===== config.mk =====
export PLATFORM = sky130hd
export DESIGN_NAME = regfile_sb
export DESIGN_NICKNAME = d
export VERILOG_FILES = /design/src/rtl/regfile_sb.sv
export SDC_FILE = /design/constraint.sdc
export NUM_CORES = 2
export LEC_CHECK = 0
export ABC_AREA = 1
export CAP_MARGIN = 30
export CELL_PAD_IN_SITES_DETAIL_PLACEMENT = 1
export CELL_PAD_IN_SITES_GLOBAL_PLACEMENT = 2
export CORE_UTILIZATION = 25
export CTS_BUF_LIST = sky130_fd_sc_hd__clkbuf_16
export DETAILED_ROUTE_END_ITERATION = 16
export GPL_TIMING_DRIVEN = 0
export HOLD_SLACK_MARGIN = 0.12
export MAX_ROUTING_LAYER = met4
export PLACE_DENSITY = 0.61
export REMOVE_ABC_BUFFERS = 1
export SLEW_MARGIN = 20
export SYNTH_ARGS = -nofsm -noshare
export SYNTH_HDL_FRONTEND = slang
export SYNTH_SLANG_ARGS = --single-unit

===== constraint.sdc =====
create_clock -name clk -period 54.4 [get_ports clk]
set_input_delay 5.44 -clock clk [delete_from_list [all_inputs] [get_ports clk]]
set_output_delay 5.44 -clock clk [all_outputs]
set_load 0.02 [all_outputs]

===== src/rtl/regfile_sb.sv =====
// regfile_sb: multi-port register file with write-first forwarding and a pending-write scoreboard.
// Ports: clk/rst (async active-high); raddr/rdata/rbusy read ports; we/waddr/wdata write ports;
// issue_valid/issue_rd mark a destination pending; flush clears all marks; busy_cnt counts pending;
// dbg_raddr/dbg_rdata read the stored array without forwarding.
module regfile_sb #(
  parameter int DATA_W  = 32,
  parameter int NREG    = 32,
  parameter int NRD     = 2,
  parameter int NWR     = 2,
  parameter int R0_ZERO = 1,
  localparam int AW     = $clog2(NREG)
) (
  input  logic                  clk,
  input  logic                  rst,
  input  logic [NRD*AW-1:0]     raddr,
  output logic [NRD*DATA_W-1:0] rdata,
  output logic [NRD-1:0]        rbusy,
  input  logic [NWR-1:0]        we,
  input  logic [NWR*AW-1:0]     waddr,
  input  logic [NWR*DATA_W-1:0] wdata,
  input  logic                  issue_valid,
  input  logic [AW-1:0]         issue_rd,
  input  logic                  flush,
  output logic [AW:0]           busy_cnt,
  input  logic [AW-1:0]         dbg_raddr,
  output logic [DATA_W-1:0]     dbg_rdata
);
  logic [DATA_W-1:0] mem [NREG];
  logic [NREG-1:0]   busy, busy_nx;
  logic [AW:0]       cnt_nx;
  for (genvar i = 0; i < NRD; i++) begin : g_rd
    logic [AW-1:0]     a;
    logic              hit, zero;
    logic [DATA_W-1:0] fwd;
    assign a    = raddr[i*AW +: AW];
    assign zero = (R0_ZERO != 0) && (a == '0);
    // ascending scan so the highest matching write port is forwarded
    always_comb begin
      hit = 1'b0;
      fwd = '0;
      for (int j = 0; j < NWR; j++)
        if (we[j] && waddr[j*AW +: AW] == a) begin
          hit = 1'b1;
          fwd = wdata[j*DATA_W +: DATA_W];
        end
    end
    assign rdata[i*DATA_W +: DATA_W] = zero ? '0 : hit ? fwd : mem[a];
    assign rbusy[i] = !zero && !hit && busy[a];
  end
  assign dbg_rdata = ((R0_ZERO != 0) && dbg_raddr == '0) ? '0 : mem[dbg_raddr];
  // write clears first, then issue sets (set wins), flush clears everything last
  always_comb begin
    busy_nx = busy;
    for (int j = 0; j < NWR; j++)
      if (we[j]) busy_nx[waddr[j*AW +: AW]] = 1'b0;
    if (issue_valid) busy_nx[issue_rd] = 1'b1;
    if (flush) busy_nx = '0;
    if (R0_ZERO != 0) busy_nx[0] = 1'b0;
    cnt_nx = '0;
    for (int k = 0; k < NREG; k++) cnt_nx = cnt_nx + (AW+1)'(busy_nx[k]);
  end
  always_ff @(posedge clk or posedge rst)
    if (rst) begin
      for (int k = 0; k < NREG; k++) mem[k] <= '0;
    end else begin
      for (int j = 0; j < NWR; j++)
        if (we[j] && !((R0_ZERO != 0) && waddr[j*AW +: AW] == '0))
          mem[waddr[j*AW +: AW]] <= wdata[j*DATA_W +: DATA_W];
    end
  always_ff @(posedge clk or posedge rst)
    if (rst) begin
      busy     <= '0;
      busy_cnt <= '0;
    end else begin
      busy     <= busy_nx;
      busy_cnt <= cnt_nx;
    end
endmodule

Word level (Yosys, flattened, before mapping)
Index checks and enable logic that the tools add are counted.
W data, S select, Z words.
Operators by class
  magnitude comparators: 15
  add/sub/neg operators: 30
  multiplexer cells: 44
  eq/ne operators: 4
  reductions and logical operators: 26
  bitwise gates (word level): 10
Operators with widths (number)
  $bwmux W1024: 2
  $mux W1024: 2
  $mux W32: 21
  $bmux W32 S5: 3
  $demux W32 S5: 2
  $add A6 B1 Y6: 25
  $and A32 B32 Y32: 2
  $not A32 Y32: 2
  $or A32 B32 Y32: 1
  $ge A6 B6 Y1 const B: 5
  $lt A5 B6 Y1 const B: 5
  $not A5 Y6: 5
  $logic_not A5 Y1: 5
  $eq A5 B5 Y1: 4
  $demux W1 S5: 3
  $ge A5 B1 Y1 const B: 3
  $logic_and A1 B1 Y1: 15
  $lt A6 B1 Y1 const B: 2
  $bmux W1 S5: 2
  $mux W1: 9
  $add A5 B1 Y6: 1
  $logic_not A1 Y1: 6
  $add A4 B1 Y5: 1
  $add A3 B1 Y4: 1
  other kinds (2): 2
Storage, ports and cells
  register bits after elaboration: 1061

Logic depth before layout (Yosys ltp)
  depth after elaboration: 42
  depth in mapped cells: 27
  gate-level depth less buffers: 25

Worst setup path after synthesis
Ideal clock, no wire load.
  kind: input port to output port
  start: input raddr[5]
  end: output rdata[62]
  data required time: 48960 ps
  buffers on the path: 3
  stages on the path: 12
  setup slack: 41968 ps
  arrival: 6992 ps
  cell sequence: buf_2 > inv_2 > clkbuf_1 > clkbuf_1 > nand2_1 > nand3_1 > nand3_1 > nand2_1 > nand2_1 > nand3_1 > nand3_1 > a21oi_1
On the way
  cells in the longest elaborated chain, start to end: 6
  elaborated cells on any way between the ends: 15
Ends and longest elaborated chain
  start: declaration: line 15  | input logic [NRD*AW-1:0] raddr,
  $not A5 Y6 (implied by the code) / $eq A5 B5 Y1 (equally long branches): line 47, 42
  $bmux W32 S5 / $logic_and A1 B1 Y1 (equally long branches): line 47, 42
  $mux W32 (implied by the code), or another cell as far along (2 in series): line 47  | assign rdata[i*DATA_W +: DATA_W] = zero ? '0 : hit ? fwd : mem[a];
  $mux W32: line 47
  $mux W32 *: line 47
  end: declaration: line 16  | output logic [NRD*DATA_W-1:0] rdata,
Mark *: on every way between the ends. The rest lies on a longest branch, timed or not. The select of a mux whose other input is x is not followed.

Worst setup path in the final report
  start: input raddr[2]
  end: output rdata[30]
Same word-level chain as after synthesis.

==> results.toml <==
[outcome]
status = "finished, final reports clean"

[grt]
grt_max_degree = 109
grt_pass1_wl_um = 854000
grt-ovfl-total = 0
grt_use_total_pct = 38.2
antenna_found_initial = 108
grt_pass1_vias = 100000

[logic_synthesis]
yosysSeqAreaShare_pct = 32.5
ys_warn_count = 0
yosysUniqueCellTypes = 40
avgSynthCellArea_um2 = 6.30
ys_ff_latch = 1061
synth_compound_area_share_pct = 31.5
synth_top_family_by_area = "compound AO/OA/AOI/OAI gates"
synthCells = 13000
synth_xor_area_share_pct = 0.0429
synthAdderAreaFrac_pct = 0.671
synthMuxAreaShare_pct = 0
netlist_area_um2 = 81700
yosys.area_share.simple_pct = 22.0

[placement]
dp_hpwl_um = 399000
place_area_um2 = 92500
globalplace.congestion = 0.856
port_buffers = 203
dp_slack_ps = 38160

[sta]
setup_viol = 0
finClkSkew_ps = 5.64
slew_viol_final = 0
rsz0062_at_grt = "no"
fmax_mhz = 60.3
hold_viol = 0
relSlewSlack_pct = 23.3
worstMarginPinSlew_ps = 1150
period_needed_ps = 16570
setup_ws_ps = 37830
finalCritPeriodShare_pct = 30.5

[finish]
fin_area_um2 = 97500
areaGrowthSynthToFinish_pct = 19.4
drive_gt1_share_pct = 6.12
fin_util_pct = 30.0
nFillCells = 40200
nets = 12500

[clocking]
cts_buffers = 159
insertion_delay_ps = 870
cts_setup_buffers = 0
ctsHoldBuffers = 0
cts_buffer_depth = 4
cts-resized-gates = 0
clock-sinks = 1061
htree_num_levels = 4
cts.clk_slew.worst_paths_ps = 60
cts_root_buffer = "clkbuf_16"
cts_tree = "yes"

[floorplan]
fp.dieH_um = 574
ios = 204
start_util_pct = 25.2
num_rows = 209
dieArea_um2 = 329000
core_area_um2 = 325000
die_w_um = 574

[routing]
vias = 104000
drt-total-wl_um = 632000
drc = 0
final_antenna_net_count = 0
firstDrtPassIters = 9
drt_iter0_drc = 14300
wl_per_cell_um = 37.2
routed_via_density = 6.15

[power_and_ir_drop]
intPower_uw = 1910
irDropWorstVdd_v = 0.0000248
clockPowerShare_pct = 31.2
combPwrFrac_pct = 33.8
swShare_pct = 40.5
cellPowerDensity_nw_per_um2 = 33.0
seq_power_share_pct = 35.0
p_leak_uw = 0.0432
p_switching_uw = 1300

[setup_path]
worstPathMaxFanout = 47
end_kind = "primary output"
cp-start-kind = "primary input"
cp.arrival_ps = 11130
worstPathRequired_ps = 48960
crit_type = "in -> out"

[job]
drv_cap = 0

[worst_hold_path]
hold_class = "reg -> reg"
[layout by cell type, fill, tap and decap left out, types with 13 or more instances in the layout]
cell,instances
a21oi_1,1624
a31oi_1,23
buf_12,92
buf_16,206
buf_6,17
buf_8,30
clkbuf_16,161
clkdlybuf4s50_1,182
clkinv_1,58
clkinv_2,21
dfrtp_1,1061
diode_2,112
fa_1,23
inv_1,1439
inv_2,31
inv_4,37
inv_6,27
nand2_1,2225
nand2_2,15
nand3_1,1340
nor2_1,499
nor2_2,13
nor2_4,53
nor3_1,19
o211ai_1,333
o21ai_0,2508
o21ai_1,144
o22ai_1,251
[worst paths after layout]
| path | from | slack, ps | endpoint | cells past startpoint |
|---|---|---|---|---|
| setup / recovery | raddr[2] | 37830 | rdata[30] | 14 |
| hold / removal | mem[1021]$_DFF_PP0_ | 400 | mem[1021]$_DFF_PP0_ | 0 |
| setup reg to reg | busy[24]$_DFF_PP0_ | 48900 | busy_cnt[4]$_DFF_PP0_ | 18 |
| hold reg to reg | mem[1021]$_DFF_PP0_ | 400 | mem[1021]$_DFF_PP0_ | 0 |
| max in group asynchronous | rst | 47310 | mem[201]$_DFF_PP0_ | 6 |
| min in group asynchronous | rst | 4970 | mem[840]$_DFF_PP0_ | 2 |
[Yosys cell counts, drive strengths merged]
cell | instances | share of area (%)
nor3 | 28 | 0.25
xnor2 | 1 | 0.011
dfrtp | 1061 | 32
ha | 7 | 0.11
fa | 23 | 0.56
a31oi | 23 | 0.18
nand4 | 6 | 0.046
o211ai | 334 | 3.1
o22ai | 251 | 1.9
nand3 | 1347 | 8.2
nor2 | 569 | 3.0
o221ai | 2 | 0.021
o21a | 1 | 0.0092
inv | 1513 | 7.0
o21ai | 2652 | 16
buf | 392 | 2.3
a22oi | 8 | 0.073
nand2 | 2253 | 10
clkbuf | 864 | 4.0
or2 | 1 | 0.0077
xor2 | 3 | 0.032
clkinv | 13 | 0.060
a21oi | 1626 | 10
o31ai | 2 | 0.018
[area by class of cell]
type | instances | area, um^2 | area share (%)
clock inverter | 107 | 573 | 0.587
clock buffer | 161 | 4030 | 4.13
timing repair buffer | 534 | 10000 | 10.3
tap | 4325 | 5410 | 5.55
sequential | 1061 | 26600 | 27.2
inverter | 1526 | 6040 | 6.19
multi-input combinational | 9137 | 44600 | 45.8
antenna | 112 | 280 | 0.287
[power groups by stage]
stage	Sequential, uW	Clock [uW]	Combinational (uW)
6_report	1130	1000	1090
4_1_cts	1120	1010	1060
2_1_floorplan	1100	0	668
5_1_grt	1150	1030	1200
3_3_place_gp	1130	0	1080
3_5_place_dp	1130	0	1060
[worst max-delay path, stage by stage]
cell	delay, ps
buf_8	390
buf_16	360
buf_16	380
clkinv_4	760
buf_16	480
nor2_1	150
nor3_1	90
nand3_4	210
buf_16	230
nand2_1	210
inv_6	340
nand3_1	220
a21oi_1	590
clkdlybuf4s50_1	740
[cell families (layout without fill, tap and decap cells)]
| group | count (synthesis) | in the layout |
|---|---|---|
| compound gates | 4899 | 4899 |
| xor+xnor | 4 | 4 |
| fa+ha+maj | 30 | 30 |
| buf+inv | 2782 | 2328 |
| flops | 1061 | 1061 |
| other cells | 0 | 112 |
| simple gates | 4204 | 4204 |
[per-stage QoR]
stage / total power, uW / setup TNS [ps] / hold slack, ps / instances
2_1_floorplan: 1770 / 0 / 374 / 11700
3_3_place_gp: 2210 / -6042820 / 387 / 16300
3_5_place_dp: 2190 / 0 / 391 / 16600
4_1_cts: 3190 / 0 / 404 / 16800
5_1_grt: 3390 / 0 / 411 / 16900
6_report: 3220 / 0 / 404 / 17000
[metal layers]
layer / wire length (um) / vias up / track usage, %
li1: - / 42600 / -
met1: 257000 / 52700 / 48.9
met2: 260000 / 7127 / 53.6
met3: 69000 / 1888 / 8.87
met4: 45500 / 0 / 24.7
met5: 0 / - / -
[registers in the layout, summed over array words and instances (netlist names)]
signal and cells:
busy_cnt 6, busy 31, mem 1024
No activity file was read; power rests on OpenSTA's default activity.
